`config.mk`:
```
export PLATFORM = sky130hd
export DESIGN_NAME = vc_wrr_arbiter
export DESIGN_NICKNAME = d
export VERILOG_FILES = /design/src/rtl/vc_wrr_arbiter_pkg.sv /design/src/rtl/vc_arb_eligible.sv /design/src/rtl/vc_wrr_arbiter.sv
export SDC_FILE = /design/constraint.sdc
export NUM_CORES = 1
export LEC_CHECK = 0
export ABC_AREA = 1
export BUFFER_PORTS_ARGS = -buffer_cell sky130_fd_sc_hd__buf_2
export CAP_MARGIN = 20
export CORE_MARGIN = 8
export CORE_UTILIZATION = 38
export CTS_CLUSTER_SIZE = 20
export DETAILED_ROUTE_END_ITERATION = 8
export PLACE_DENSITY = 0.67
export SLEW_MARGIN = 20
export SYNTH_ARGS = -nofsm -noshare
export SYNTH_HDL_FRONTEND = slang
export SYNTH_SLANG_ARGS = --single-unit
```
`constraint.sdc`:
```
create_clock -name clk -period 2.2 [get_ports clk]
set_input_delay 0.22 -clock clk [delete_from_list [all_inputs] [get_ports clk]]
set_output_delay 0.22 -clock clk [all_outputs]
set_load 0.02 [all_outputs]
```
`src/rtl/vc_wrr_arbiter_pkg.sv`:
```
`default_nettype none
// ---------------------------------------------------------------------------
// vc_wrr_arbiter_pkg : state encoding and shared defaults for the VC arbiter
// Rev 1.0
// ---------------------------------------------------------------------------
package vc_wrr_arbiter_pkg;

  typedef enum logic [0:0] {
    S_VC0 = 1'b0,
    S_VC1 = 1'b1
  } arb_state_e;

  localparam int DEST_BIT_DEF = 4;

  function automatic arb_state_e vc_to_state(input logic vc);
    return vc ? S_VC1 : S_VC0;
  endfunction

endpackage
`default_nettype wire

```
`src/rtl/vc_arb_eligible.sv`:
```
`default_nettype none
// ---------------------------------------------------------------------------
// vc_arb_eligible : a VC may be granted when enabled, non-empty and its
//                   head word's destination FIFO is not almost full
// Rev 1.0
// ---------------------------------------------------------------------------
module vc_arb_eligible (
  input  logic enable_i,
  input  logic empty_i,
  input  logic dest_i,
  input  logic d0_af_i,
  input  logic d1_af_i,
  output logic elig_o
);

  assign elig_o = enable_i & ~empty_i & ~(dest_i ? d1_af_i : d0_af_i);

endmodule
`default_nettype wire

```
`src/rtl/vc_wrr_arbiter.sv`:
```
`default_nettype none
// ---------------------------------------------------------------------------
// vc_wrr_arbiter : weighted round-robin drain of VC0/VC1 into the D0/D1 path
// Optional grant statistics: define ARB_STATS_EN.
// Rev 1.0
// ---------------------------------------------------------------------------
module vc_wrr_arbiter
  import vc_wrr_arbiter_pkg::*;
#(
  parameter int DATA_W     = 6,
  parameter int DEST_BIT   = DEST_BIT_DEF,
  parameter int CNT_W      = 3,
  parameter int VC0_WEIGHT = 4,
  parameter int VC1_WEIGHT = 1
) (
  input  logic              clk,
  input  logic              reset_L,
  input  logic              arb_enable,
  input  logic              VC0_empty,
  input  logic              VC1_empty,
  input  logic [DATA_W-1:0] VC0_data_out,
  input  logic [DATA_W-1:0] VC1_data_out,
  input  logic              D0_almost_full,
  input  logic              D1_almost_full,
  output logic              VC0_rd,
  output logic              VC1_rd,
  output logic [DATA_W-1:0] arb_data_out,
  output logic              arb_valid_out,
  output logic              arb_vc_sel
`ifdef ARB_STATS_EN
  ,
  output logic [7:0]        vc0_grant_cnt,
  output logic [7:0]        vc1_grant_cnt
`endif
);

  localparam logic [CNT_W-1:0] W0 = CNT_W'(VC0_WEIGHT);
  localparam logic [CNT_W-1:0] W1 = CNT_W'(VC1_WEIGHT);

  arb_state_e        state_q, state_d;
  logic [CNT_W-1:0]  burst_q, burst_d;
  logic [DATA_W-1:0] data_q, data_d;
  logic              valid_q, valid_d;
  logic              vc_sel_q, vc_sel_d;

  logic              elig0, elig1;
  logic              grant0, grant1, gnt_any, gnt_vc;
  logic [CNT_W-1:0]  gnt_weight, gnt_base, gnt_cnt;

  vc_arb_eligible u_elig0 (
    .enable_i (arb_enable),
    .empty_i  (VC0_empty),
    .dest_i   (VC0_data_out[DEST_BIT]),
    .d0_af_i  (D0_almost_full),
    .d1_af_i  (D1_almost_full),
    .elig_o   (elig0)
  );

  vc_arb_eligible u_elig1 (
    .enable_i (arb_enable),
    .empty_i  (VC1_empty),
    .dest_i   (VC1_data_out[DEST_BIT]),
    .d0_af_i  (D0_almost_full),
    .d1_af_i  (D1_almost_full),
    .elig_o   (elig1)
  );

  always_comb begin
    grant0     = 1'b0;
    grant1     = 1'b0;
    state_d    = state_q;
    burst_d    = burst_q;
    if (state_q == S_VC0) begin
      grant0 = elig0;
      grant1 = ~elig0 & elig1;
    end else begin
      grant1 = elig1;
      grant0 = ~elig1 & elig0;
    end
    gnt_any    = grant0 | grant1;
    gnt_vc     = grant1;
    gnt_weight = gnt_vc ? W1 : W0;
    // A fallback grant starts a fresh burst for the VC that was served.
    gnt_base   = (vc_to_state(gnt_vc) == state_q) ? burst_q : '0;
    gnt_cnt    = gnt_base + CNT_W'(1);
    if (gnt_any) begin
      if (gnt_cnt == gnt_weight) begin
        state_d = vc_to_state(~gnt_vc);
        burst_d = '0;
      end else begin
        state_d = vc_to_state(gnt_vc);
        burst_d = gnt_cnt;
      end
    end
    valid_d  = gnt_any;
    vc_sel_d = gnt_vc;
    data_d   = grant0 ? VC0_data_out : (grant1 ? VC1_data_out : '0);
  end

  assign VC0_rd = grant0 & reset_L;
  assign VC1_rd = grant1 & reset_L;

  always_ff @(posedge clk or negedge reset_L) begin
    if (!reset_L) begin
      state_q  <= S_VC0;
      burst_q  <= '0;
      data_q   <= '0;
      valid_q  <= 1'b0;
      vc_sel_q <= 1'b0;
    end else begin
      state_q  <= state_d;
      burst_q  <= burst_d;
      data_q   <= data_d;
      valid_q  <= valid_d;
      vc_sel_q <= vc_sel_d;
    end
  end

  assign arb_data_out  = data_q;
  assign arb_valid_out = valid_q;
  assign arb_vc_sel    = vc_sel_q;

`ifdef ARB_STATS_EN
  logic [7:0] gcnt0_q, gcnt1_q;

  always_ff @(posedge clk or negedge reset_L) begin
    if (!reset_L) begin
      gcnt0_q <= '0;
      gcnt1_q <= '0;
    end else begin
      if (grant0 && gcnt0_q != 8'hFF) gcnt0_q <= gcnt0_q + 8'd1;
      if (grant1 && gcnt1_q != 8'hFF) gcnt1_q <= gcnt1_q + 8'd1;
    end
  end

  assign vc0_grant_cnt = gcnt0_q;
  assign vc1_grant_cnt = gcnt1_q;
`endif

endmodule
`default_nettype wire

```
; After elaboration in Yosys (flattened, before gate mapping)
; Cells that the tools add are included.
[totals]
register_bits = 12
memories = 0
mem_bits_rw = 0
romBits = 0
out_inout_bits = 10
latch_bits = 0
[op_classes]
eq_ne = 2
reduce_logical = 0
n_bitwise = 15
n_shift = 0
div = 0
mux = 12
n_addsub = 1
mul = 0
magnitude_cmp = 0
[ops]
columns = cell, n
row1 = $mux 6, 2
row2 = $mux 3, 3
row3 = $and 1x1->1, 8
row4 = $mux 1, 7
row5 = $not 1->1, 6
row6 = $add 3x1->3 const B, 1
row7 = $eq 3x3->1, 1
row8 = $eq 1x1->1, 1
row9 = $or 1x1->1, 1

; Longest topological paths before layout
; Gate-level depths: netlist of run 1.
[depth]
ltp_word = 12
mapped_depth = 16
depth_no_buf = 16

; Hierarchy
; From an unflattened synthesis of run 1, not the netlist that was laid out.
[hier_totals]
hier_cells = 80
hier_area_um2 = 689.4
[by_module_without_submodules]
columns = mod, seq_area_each_um2, area_each_um2, instances, cells_per_inst
row1 = vc_wrr_arbiter, 300.3, 631.9, 1, 66
row2 = vc_arb_eligible, 0.0, 28.8, 2, 7

; Worst setup path before layout of run 1
; Ideal clock, no wire load.
[synth_path]
kind = input to register
from = input arb_enable
to = register burst_q[2]
setup_slack_ps = 485
setup_ps = 124
path_buffers = 0
required_time_ps = 2076
stages = 13
t_arrival_ps = 1591
path_cell_list = inv_1 nor2_4 nand3_2 nand2_2 nand2_1 nand2_2 inv_1 nor2_1 ha_1 a21oi_1 o21ai_4 o211ai_1 nand2_1
[synth_between]
elab_chain_len = 11
[synth_lines]
columns = element, line
row1 = from (decl), vc_wrr_arbiter.sv:18  ; input logic arb_enable,
row2 = $and 1x1->1 (2 in a row), vc_arb_eligible.sv:16  ; assign elig_o = enable_i & ~empty_i & ~(dest_i ? d1_af_i : d0_af_i);
row3 = $not 1->1, vc_wrr_arbiter.sv:75  ; grant1 = ~elig0 & elig1;
row4 = $and 1x1->1, vc_wrr_arbiter.sv:75
row5 = $mux 1, vc_wrr_arbiter.sv:73  ; if (state_q == S_VC0) begin
row6 = $mux 1, vc_wrr_arbiter_pkg.sv:16  ; return vc ? S_VC1 : S_VC0;
row7 = $eq 1x1->1, vc_wrr_arbiter.sv:84  ; gnt_base = (vc_to_state(gnt_vc) == state_q) ? burst_q : '0;
row8 = $mux 3, vc_wrr_arbiter.sv:84
row9 = $add 3x1->3, vc_wrr_arbiter.sv:85  ; gnt_cnt = gnt_base + CNT_W'(1);
row10 = $eq 3x3->1, vc_wrr_arbiter.sv:87  ; if (gnt_cnt == gnt_weight) begin
row11 = $mux 3, vc_wrr_arbiter.sv:87
row12 = to (signal assigned), vc_wrr_arbiter.sv:112  ; burst_q <= burst_d;
row13 = to (decl), vc_wrr_arbiter.sv:41  ; logic [CNT_W-1:0] burst_q, burst_d;
; Parallel ways exist; a longest one is shown, timed or not.
; A chain may end at the register's enable or synchronous reset.

; Final worst setup path of run 1
[layout_path]
from = register state_q
to = register state_q
[layout_between]
elab_chain_len = 7
[layout_lines]
columns = element, line
row1 = from (decl), vc_wrr_arbiter.sv:40  ; arb_state_e state_q, state_d;
row2 = from (signal assigned), vc_wrr_arbiter.sv:111  ; state_q <= state_d;
row3 = $mux 1, vc_wrr_arbiter.sv:73
row4 = $mux 1, vc_wrr_arbiter_pkg.sv:16
row5 = $eq 1x1->1, vc_wrr_arbiter.sv:84
row6 = $mux 3, vc_wrr_arbiter.sv:84
row7 = $add 3x1->3, vc_wrr_arbiter.sv:85
row8 = $eq 3x3->1, vc_wrr_arbiter.sv:87
row9 = $mux 1, vc_wrr_arbiter.sv:87
; Parallel ways exist; a longest one is shown, timed or not.

==> impl_metrics.xml, run 1 <==
<?xml version="1.0" encoding="UTF-8"?>
<metrics>
  <group name="run_status">
    <metric name="status" unit="">complete, no violations</metric>
  </group>
  <group name="logic_synthesis">
    <metric name="synth.area.top_cells" unit="">sky130_fd_sc_hd__dfrtp_1 (42%), sky130_fd_sc_hd__nand2_1 (8.9%), sky130_fd_sc_hd__nand2_2 (7.9%), sky130_fd_sc_hd__inv_1 (6.8%), sky130_fd_sc_hd__o21ai_0 (4.2%)</metric>
    <metric name="ys.warnings.count" unit="">0</metric>
    <metric name="synth_top_area_cell" unit="">sky130_fd_sc_hd__dfrtp_1</metric>
    <metric name="post_synth_xor_area_fraction" unit="%">0</metric>
    <metric name="synth_compound_gate_area_share" unit="%">11.56</metric>
    <metric name="yosys.area_share.adder" unit="%">1.751</metric>
    <metric name="synth_mux_area_share" unit="%">0</metric>
    <metric name="post_synth_num_cell_types" unit="">19</metric>
    <metric name="async_flop_share" unit="%">100.0</metric>
    <metric name="mapped_avg_cell_area" unit="um^2">8.307</metric>
    <metric name="syn_inst" unit="">86</metric>
    <metric name="synth.most_common_cell" unit="">sky130_fd_sc_hd__nand2_1</metric>
    <metric name="synth.top_cell.area_share" unit="%">42.03</metric>
    <metric name="synth_top_flop_cell" unit="">sky130_fd_sc_hd__dfrtp_1</metric>
    <metric name="synth_fp_nets" unit="">106</metric>
    <metric name="synthesis.area" unit="um^2">714.4</metric>
    <metric name="ys_seq_area_share" unit="%">42.03</metric>
    <metric name="synth-seq-cells" unit="">12</metric>
    <metric name="synth_commonest_cells" unit="">sky130_fd_sc_hd__nand2_1 (17), sky130_fd_sc_hd__inv_1 (13), sky130_fd_sc_hd__dfrtp_1 (12)</metric>
    <metric name="synth_top_family_by_area" unit="">simple AND/OR/NAND/NOR gates</metric>
    <metric name="yosys.area_share.simple" unit="%">33.63</metric>
    <metric name="synth-edff-count" unit="">0</metric>
  </group>
  <group name="hold_path">
    <metric name="worstHoldEndpoint" unit="">arb_data_out[5]</metric>
    <metric name="min_path_type" unit="">input pin to flip-flop</metric>
    <metric name="worst_hold_startpoint" unit="">VC1_data_out[5]</metric>
    <metric name="hold_depth" unit="">3</metric>
  </group>
  <group name="cts">
    <metric name="cts_buffer_depth" unit="">2</metric>
    <metric name="numCtsBuffers" unit="">3</metric>
    <metric name="clkSlewWorstSetupHoldPaths" unit="ps">80</metric>
    <metric name="clock-root-buffer" unit="">sky130_fd_sc_hd__clkbuf_4</metric>
    <metric name="clock_tree_from_tritoncts" unit="">done</metric>
    <metric name="cts_setup_buffers" unit="">0</metric>
    <metric name="cts-htree-levels" unit="">1</metric>
    <metric name="cts_sinks" unit="">12</metric>
    <metric name="worst_skew_pair.late_latency" unit="ps">270</metric>
  </group>
  <group name="critical_path">
    <metric name="critical_path_max_stage_delay" unit="ps">430</metric>
    <metric name="slowest_stage" unit="">sky130_fd_sc_hd__dfrtp_1</metric>
    <metric name="critPathMaxFanout" unit="">4</metric>
    <metric name="cp_data_arrival_time" unit="ps">1960</metric>
    <metric name="crit-reg2reg-launch" unit="">state_q</metric>
    <metric name="cp_data_required_time" unit="ps">2360</metric>
    <metric name="worst_setup_path_start_kind" unit="">flip-flop</metric>
    <metric name="critPathKind" unit="">flip-flop to flip-flop</metric>
    <metric name="r2r_cells" unit="">10</metric>
    <metric name="regToRegSetupSlack" unit="ps">400</metric>
    <metric name="crit-reg2reg-capture" unit="">state_q</metric>
    <metric name="critical_path_cell_list" unit="">inv_1 -&gt; nand2_1 -&gt; nand2_2 -&gt; inv_1 -&gt; nor2_1 -&gt; ha_1 -&gt; a21oi_1 -&gt; o21ai_4 -&gt; a21oi_1 -&gt; a22oi_2</metric>
    <metric name="crit_path_end_kind" unit="">flip-flop</metric>
  </group>
  <group name="layout">
    <metric name="multi_input_area" unit="um^2">335.3</metric>
    <metric name="ff_latch_area" unit="um^2">300.3</metric>
    <metric name="antenna_cells" unit="">0</metric>
    <metric name="fillers" unit="">166</metric>
    <metric name="num-nets-final" unit="">139</metric>
    <metric name="final_layout_size_suffix_gt1_share" unit="%">45.76</metric>
    <metric name="layout-area-overhead-vs-synth" unit="%">28.90</metric>
  </group>
  <group name="timing">
    <metric name="max_freq" unit="MHz">554.5</metric>
    <metric name="final_cycle_share" unit="%">81.98</metric>
    <metric name="fin_worst_skew" unit="ps">4.764</metric>
    <metric name="worst_slack" unit="ps">396.5</metric>
    <metric name="post-route-min-period" unit="ps">1804</metric>
    <metric name="setup_violations" unit="">0</metric>
    <metric name="timing_max_transition_violations_final" unit="">0</metric>
    <metric name="setup_tns" unit="ps">0</metric>
    <metric name="final-hold-violation-count" unit="">0</metric>
    <metric name="maxSlewHeadroom" unit="%">81.96</metric>
    <metric name="grt_setup_unrepaired" unit="">no</metric>
    <metric name="worst_pin_slew" unit="ps">270.5</metric>
  </group>
  <group name="detailed_routing">
    <metric name="wl" unit="mm">1.545</metric>
    <metric name="drt_first_iter_violations" unit="">4</metric>
    <metric name="route.antenna.remaining_nets" unit="">0</metric>
    <metric name="route.detailed.drc" unit="">0</metric>
    <metric name="routedLengthMet1" unit="um">625</metric>
    <metric name="vias" unit="">633</metric>
    <metric name="first_pass_detailed_route_iteration_total" unit="">4</metric>
    <metric name="route.detailed.wl_per_inst" unit="um">10.80</metric>
    <metric name="route.detailed.vias_per_inst" unit="">4.427</metric>
    <metric name="topRoutingLayerUsed" unit="">met4</metric>
    <metric name="routed_wire_length_on_met2" unit="um">798</metric>
    <metric name="route.met3.wl" unit="um">101</metric>
  </group>
  <group name="power_and_ir_drop">
    <metric name="total_switching_power" unit="W">0.0002943</metric>
    <metric name="cellInternalPower" unit="W">0.0004756</metric>
    <metric name="powerDensity" unit="mW/mm^2">836.0</metric>
    <metric name="vdd.ir_drop.worst" unit="V">0.0005510</metric>
    <metric name="sw_frac_of_total" unit="%">38.22</metric>
    <metric name="power.static_leakage" unit="nW">0.5282</metric>
    <metric name="pwr-share-comb" unit="%">37.7</metric>
    <metric name="p_clk_share" unit="%">22.9</metric>
    <metric name="power.sequential.fraction" unit="%">39.4</metric>
  </group>
  <group name="placed_design">
    <metric name="preCtsSetupSlack" unit="ps">243.4</metric>
    <metric name="gpl.final_weighted_congestion" unit="">0.8068</metric>
    <metric name="hpwlAfterDp" unit="mm">1.315</metric>
    <metric name="port_buffers" unit="">28</metric>
  </group>
  <group name="global_routing">
    <metric name="first_pass_grt_wire_length" unit="mm">2.801</metric>
    <metric name="grt_util_all_layers" unit="%">10.23</metric>
    <metric name="vias_in_the_first_global_route" unit="">666</metric>
    <metric name="grt_max_degree" unit="">14</metric>
    <metric name="gr-total-overflow" unit="">0</metric>
    <metric name="antenna_found_initial" unit="">0</metric>
  </group>
  <group name="die">
    <metric name="placementRows" unit="">15</metric>
    <metric name="fp.dieArea" unit="mm^2">0.003524</metric>
    <metric name="die_height" unit="um">59.36</metric>
    <metric name="core-area" unit="mm^2">0.001745</metric>
    <metric name="initial_core_util" unit="%">40.93</metric>
    <metric name="pin_count" unit="">29</metric>
    <metric name="die_w" unit="um">59.36</metric>
  </group>
  <group name="job">
    <metric name="maxCapViolations" unit="">0</metric>
  </group>
</metrics>
==> kinds of logic after synthesis <==
| kind of cell | after synthesis |
|---|---|
| DFF | 12 |
| buffers and inverters | 19 |
| adders and majority gates | 1 |
| and+or+nand+nor | 42 |
| AOI/OAI and AO/OA | 12 |
==> worst max-delay path: cells and delay by family (launching register included) <==
kind / cells / cell delay (ps)
fa+ha+maj: 1 / 260
flops: 1 / 430
compound gates: 4 / 550
buf+inv: 2 / 170
simple gates: 3 / 280
==> through the flow <==
step            power, W  hold WS, ps  utilization, %  cell area (um^2)  cells
2_1_floorplan  0.0005252       -75.59               -             714.4     86
3_3_place_gp   0.0005888        108.2           50.11             874.6    138
3_5_place_dp   0.0006006        112.0           50.11             874.6    138
4_1_cts        0.0007766        144.6           52.76             920.9    143
5_1_grt        0.0008343        156.7           52.76             920.9    143
6_report       0.0007699        148.8           52.76             920.9    143
==> layout make-up <==
class,instances,area share [%]
Multi-Input combinational cell,55,36.41
Sequential cell,12,32.61
Timing Repair Buffer,29,16.30
Inverter,18,7.337
Clock buffer,4,3.940
Tap cell,25,3.397
==> how the worst max path moves through the flow <==
stage,start,to,cells past startpoint
final,state_q,state_q,10
after global routing,state_q,burst_q[0],12
after CTS,state_q,state_q,10
after detailed placement,VC0_data_out[4],burst_q[0],15
after global placement,VC0_data_out[4],burst_q[0],15
after floorplan,arb_enable,burst_q[2],13
==> routing by layer <==
metal  vias up  GRT usage, %
li1        328             -
met1       287         10.65
met2        16         17.87
met3         2         3.905
met4         0         4.096
met5         -             0
==> registers in the layout (all words and copies together), names as in the netlist <==
name / flops
state_q: 1
arb_vc_sel: 1
burst_q: 3
arb_valid_out: 1
arb_data_out: 6
==> cell usage in the layout (no fill, tap or decap), drive strengths merged <==
master and instances:
a21oi 2, a22oi 1, buf 28, clkbuf 4
dfrtp 12, dlygate4sd3 1, ha 1, inv 18
nand2 28, nand3 6, nand4 1, nor2 7
o211ai 1, o21ai 7, o22ai 1
==> power by group through the flow <==
stage	clock network [W]	logic, W	registers, W
floorplan	0	0.000206	0.000319
global placement	0	0.000283	0.000305
detailed placement	0	0.000292	0.000309
CTS	0.000178	0.000295	0.000304
global route	0.000192	0.000332	0.000310
finish	0.000176	0.000290	0.000304
==> timing repair <==
action	in CTS	in global routing
endpoints found under the hold margin	12	0
hold buffers	1	0
gates resized for setup	0	0
Note: power is estimated with default switching activity, not from simulation.
==> run 2: changes to the inputs <==
--- a/config.mk
+++ b/config.mk
@@ -5,14 +5,14 @@
 export SDC_FILE = /design/constraint.sdc
 export NUM_CORES = 1
 export LEC_CHECK = 0
-export ABC_AREA = 1
+export ABC_AREA = 0
 export BUFFER_PORTS_ARGS = -buffer_cell sky130_fd_sc_hd__buf_2
 export CAP_MARGIN = 20
 export CORE_MARGIN = 8
 export CORE_UTILIZATION = 38
 export CTS_CLUSTER_SIZE = 20
 export DETAILED_ROUTE_END_ITERATION = 8
-export PLACE_DENSITY = 0.67
+export PLACE_DENSITY = 0.68
 export SLEW_MARGIN = 20
 export SYNTH_ARGS = -nofsm -noshare
 export SYNTH_HDL_FRONTEND = slang
==> constraint.sdc (replaced) <==
create_clock -name clk -period 1.8 [get_ports clk]
set_input_delay 0.18 -clock clk [delete_from_list [all_inputs] [get_ports clk]]
set_output_delay 0.18 -clock clk [all_outputs]
set_load 0.02 [all_outputs]
==> impl_metrics.xml, run 2 <==
<?xml version="1.0" encoding="UTF-8"?>
<metrics>
  <group name="layout">
    <metric name="multi_input_area" unit="um^2">379.1</metric>
    <metric name="layout-area-overhead-vs-synth" unit="%">36.89</metric>
    <metric name="largest_register_ff_count" unit="">6</metric>
    <metric name="post-route-util" unit="%">54.86</metric>
    <metric name="fillers" unit="">161</metric>
    <metric name="num-nets-final" unit="">121</metric>
    <metric name="ff_latch_area" unit="um^2">300.3</metric>
    <metric name="final_cells" unit="">124</metric>
    <metric name="final_layout_size_suffix_gt1_share" unit="%">51.52</metric>
    <metric name="antenna_cells" unit="">0</metric>
    <metric name="layout_commonest_cell" unit="">sky130_fd_sc_hd__buf_2</metric>
    <metric name="layout.cells.most_common_list" unit="">sky130_fd_sc_hd__buf_2 (28), sky130_fd_sc_hd__dfrtp_1 (12), sky130_fd_sc_hd__buf_4 (7)</metric>
  </group>
  <group name="power_and_ir_drop">
    <metric name="vdd.ir_drop.worst" unit="V">0.0006618</metric>
    <metric name="power.static_leakage" unit="nW">0.4845</metric>
    <metric name="powerDensity" unit="mW/mm^2">1082</metric>
  </group>
  <group name="detailed_routing">
    <metric name="route.detailed.vias_per_inst" unit="">4.815</metric>
    <metric name="route.antenna.remaining_nets" unit="">0</metric>
    <metric name="vias" unit="">597</metric>
    <metric name="first_pass_detailed_route_iteration_total" unit="">1</metric>
    <metric name="route.detailed.drc" unit="">0</metric>
    <metric name="route.met3.wl" unit="um">71</metric>
    <metric name="drt_first_iter_violations" unit="">0</metric>
    <metric name="wl" unit="mm">1.596</metric>
    <metric name="routed_wire_length_on_met2" unit="um">871</metric>
    <metric name="topRoutingLayerUsed" unit="">met3</metric>
    <metric name="route.detailed.wl_per_inst" unit="um">12.87</metric>
    <metric name="routedLengthMet1" unit="um">653</metric>
  </group>
  <group name="logic_synthesis">
    <metric name="synth_fp_nets" unit="">82</metric>
    <metric name="ys_seq_area_share" unit="%">43.40</metric>
    <metric name="synth.top_cell.area_share" unit="%">43.40</metric>
    <metric name="mapped_avg_cell_area" unit="um^2">11.16</metric>
    <metric name="synth.area.top_cells" unit="">sky130_fd_sc_hd__dfrtp_1 (43%), sky130_fd_sc_hd__a22o_1 (7.6%), sky130_fd_sc_hd__and2_1 (4.5%), sky130_fd_sc_hd__mux2_4 (4.3%), sky130_fd_sc_hd__mux2_1 (3.3%)</metric>
    <metric name="synth_top_flop_cell" unit="">sky130_fd_sc_hd__dfrtp_1</metric>
    <metric name="synth-edff-count" unit="">0</metric>
    <metric name="ys.warnings.count" unit="">0</metric>
    <metric name="synth.most_common_cell" unit="">sky130_fd_sc_hd__dfrtp_1</metric>
    <metric name="async_flop_share" unit="%">100.0</metric>
    <metric name="synth_commonest_cells" unit="">sky130_fd_sc_hd__dfrtp_1 (12), sky130_fd_sc_hd__a22o_1 (6), sky130_fd_sc_hd__and2_1 (5)</metric>
    <metric name="synthesis.area" unit="um^2">691.9</metric>
    <metric name="synth_top_area_cell" unit="">sky130_fd_sc_hd__dfrtp_1</metric>
    <metric name="syn_inst" unit="">62</metric>
    <metric name="synth-seq-cells" unit="">12</metric>
    <metric name="post_synth_num_cell_types" unit="">31</metric>
  </group>
  <group name="hold_path">
    <metric name="min_path_type" unit="">input pin to flip-flop</metric>
    <metric name="worstHoldEndpoint" unit="">arb_data_out[0]</metric>
    <metric name="worst_hold_startpoint" unit="">VC1_data_out[0]</metric>
    <metric name="hold_depth" unit="">2</metric>
  </group>
  <group name="global_routing">
    <metric name="grt_util_all_layers" unit="%">9.601</metric>
    <metric name="gr-total-overflow" unit="">0</metric>
    <metric name="antenna_found_initial" unit="">0</metric>
    <metric name="grt_max_degree" unit="">15</metric>
    <metric name="vias_in_the_first_global_route" unit="">611</metric>
    <metric name="first_pass_grt_wire_length" unit="mm">2.628</metric>
  </group>
  <group name="timing">
    <metric name="post-route-min-period" unit="ps">1705</metric>
    <metric name="setup_tns" unit="ps">0</metric>
    <metric name="setup_violations" unit="">0</metric>
    <metric name="fin_hold_ws" unit="ps">129.8</metric>
    <metric name="timing_max_transition_violations_final" unit="">0</metric>
    <metric name="worst_slack" unit="ps">95.49</metric>
    <metric name="final-hold-violation-count" unit="">0</metric>
    <metric name="maxSlewHeadroom" unit="%">79.88</metric>
    <metric name="worst_pin_slew" unit="ps">300.8</metric>
    <metric name="max_freq" unit="MHz">586.7</metric>
    <metric name="final_cycle_share" unit="%">94.69</metric>
    <metric name="fin_worst_skew" unit="ps">3.207</metric>
  </group>
  <group name="critical_path">
    <metric name="cp_data_required_time" unit="ps">1620</metric>
    <metric name="critPathKind" unit="">input pin to output port</metric>
    <metric name="regToRegSetupSlack" unit="ps">100</metric>
    <metric name="crit_path_end_kind" unit="">output port</metric>
    <metric name="cp_data_arrival_time" unit="ps">1520</metric>
    <metric name="r2r_cells" unit="">8</metric>
    <metric name="timing.critical_path.max_delay_family" unit="">simple AND/OR/NAND/NOR gates</metric>
    <metric name="critical_path_max_stage_delay" unit="ps">470</metric>
    <metric name="critical_path_cell_count" unit="">7</metric>
    <metric name="worst_setup_path_start_kind" unit="">input pin</metric>
    <metric name="critPathMaxFanout" unit="">11</metric>
    <metric name="crit-reg2reg-launch" unit="">state_q</metric>
    <metric name="critical_path_cell_list" unit="">buf_2 -&gt; mux2_4 -&gt; or3b_4 -&gt; nor2_2 -&gt; nor2_2 -&gt; and2_1 -&gt; buf_2</metric>
    <metric name="crit-reg2reg-capture" unit="">state_q</metric>
    <metric name="slowest_stage" unit="">sky130_fd_sc_hd__or3b_4</metric>
    <metric name="cp_num_buf_inv" unit="">2</metric>
  </group>
  <group name="run_status">
    <metric name="status" unit="">complete, no violations</metric>
  </group>
  <group name="die">
    <metric name="fp.dieArea" unit="mm^2">0.003442</metric>
    <metric name="initial_core_util" unit="%">40.07</metric>
    <metric name="die_height" unit="um">58.67</metric>
    <metric name="pin_count" unit="">29</metric>
    <metric name="die_w" unit="um">58.67</metric>
    <metric name="placementRows" unit="">15</metric>
    <metric name="core-area" unit="mm^2">0.001727</metric>
  </group>
  <group name="cts">
    <metric name="clock-root-buffer" unit="">sky130_fd_sc_hd__clkbuf_4</metric>
    <metric name="cts_setup_buffers" unit="">0</metric>
    <metric name="cts-htree-levels" unit="">1</metric>
    <metric name="cts_sinks" unit="">12</metric>
    <metric name="clock_tree_from_tritoncts" unit="">done</metric>
    <metric name="numCtsBuffers" unit="">3</metric>
    <metric name="clkSlewWorstSetupHoldPaths" unit="ps">60</metric>
    <metric name="worst_skew_pair.late_latency" unit="ps">270</metric>
    <metric name="cts_buffer_depth" unit="">2</metric>
  </group>
  <group name="job">
    <metric name="maxCapViolations" unit="">0</metric>
  </group>
  <group name="placed_design">
    <metric name="gpl.final_weighted_congestion" unit="">0.8059</metric>
    <metric name="preCtsSetupSlack" unit="ps">-181.1</metric>
    <metric name="port_buffers" unit="">28</metric>
    <metric name="numPlacedInstances" unit="">120</metric>
    <metric name="hpwlAfterDp" unit="mm">1.322</metric>
  </group>
</metrics>
run 2: changes by cell type after synthesis, moves of 6 or more:
cell,delta
sky130_fd_sc_hd__nand2_1,-17
sky130_fd_sc_hd__inv_1,-10
sky130_fd_sc_hd__nand2_2,-8
sky130_fd_sc_hd__a22o_1,+6
sky130_fd_sc_hd__o21ai_0,-6
run 2: how the worst max path moves through the flow:
stage                          startpoint    endpoint  slack (ps)
after global placement    VC1_data_out[4]     state_q        -140
after floorplan           VC1_data_out[4]     state_q           9
after global routing      VC1_data_out[4]  burst_q[2]          -4
after detailed placement  VC1_data_out[4]     state_q        -180
after CTS                 VC0_data_out[4]     state_q         100
final                     VC0_data_out[4]      VC1_rd         100
run 2: power breakdown:
group          total (W)  leakage, nW  switching, W  internal, W
combinational   0.000507        0.315      0.000260     0.000247
sequential      0.000364        0.156     0.0000414     0.000323
clock           0.000154       0.0138     0.0000767    0.0000773
total            0.00102        0.484      0.000378     0.000647
run 2: logic make-up (layout without fill, tap and decap cells):
logic type	after synthesis	count (layout)	share of synthesized area (%)
adders and majority gates	1	1	1.808
AOI/OAI and AO/OA	21	21	25.13
xor gates and xnor gates	1	1	1.266
muxes	5	5	9.042
buffers and inverters	5	42	3.797
DFF	12	12	43.40
and+or+nand+nor	17	17	15.55
run 2: timing repair:
action | CTS | global route
endpoints found under the setup margin | 0 | 2
endpoints found under the hold margin | 12 | 0
gates resized for setup | 0 | 2
hold buffers | 1 | 0
run 2: layer usage:
layer	track usage, %	vias to the layer above
met4	3.072	0
met3	2.609	0
met1	11.10	282
met5	0	-
li1	-	304
met2	16.69	11
run 2: layout make-up:
| type | instances | area share, % |
|---|---|---|
| Multi-Input combinational cell | 45 | 40.03 |
| Sequential cell | 12 | 31.70 |
| Timing Repair Buffer | 36 | 21.40 |
| Tap cell | 25 | 3.303 |
| Clock buffer | 3 | 2.378 |
| Inverter | 3 | 1.189 |
run 2: worst reg2reg max path: cells and delay by family, from the launching register on:
kind | cells | cell delay (ps)
DFF | 1 | 420
and+or+nand+nor | 1 | 160
buffers and inverters | 1 | 50
adders and majority gates | 1 | 310
AOI/OAI and AO/OA | 5 | 630
run 2: stage by stage:
stage                power, W  instance area [um^2]
CTS                  0.001020                 937.1
global placement    0.0008457                 904.6
finish               0.001025                 947.2
global route         0.001108                 947.2
floorplan           0.0007038                 696.9
detailed placement  0.0008590                 904.6
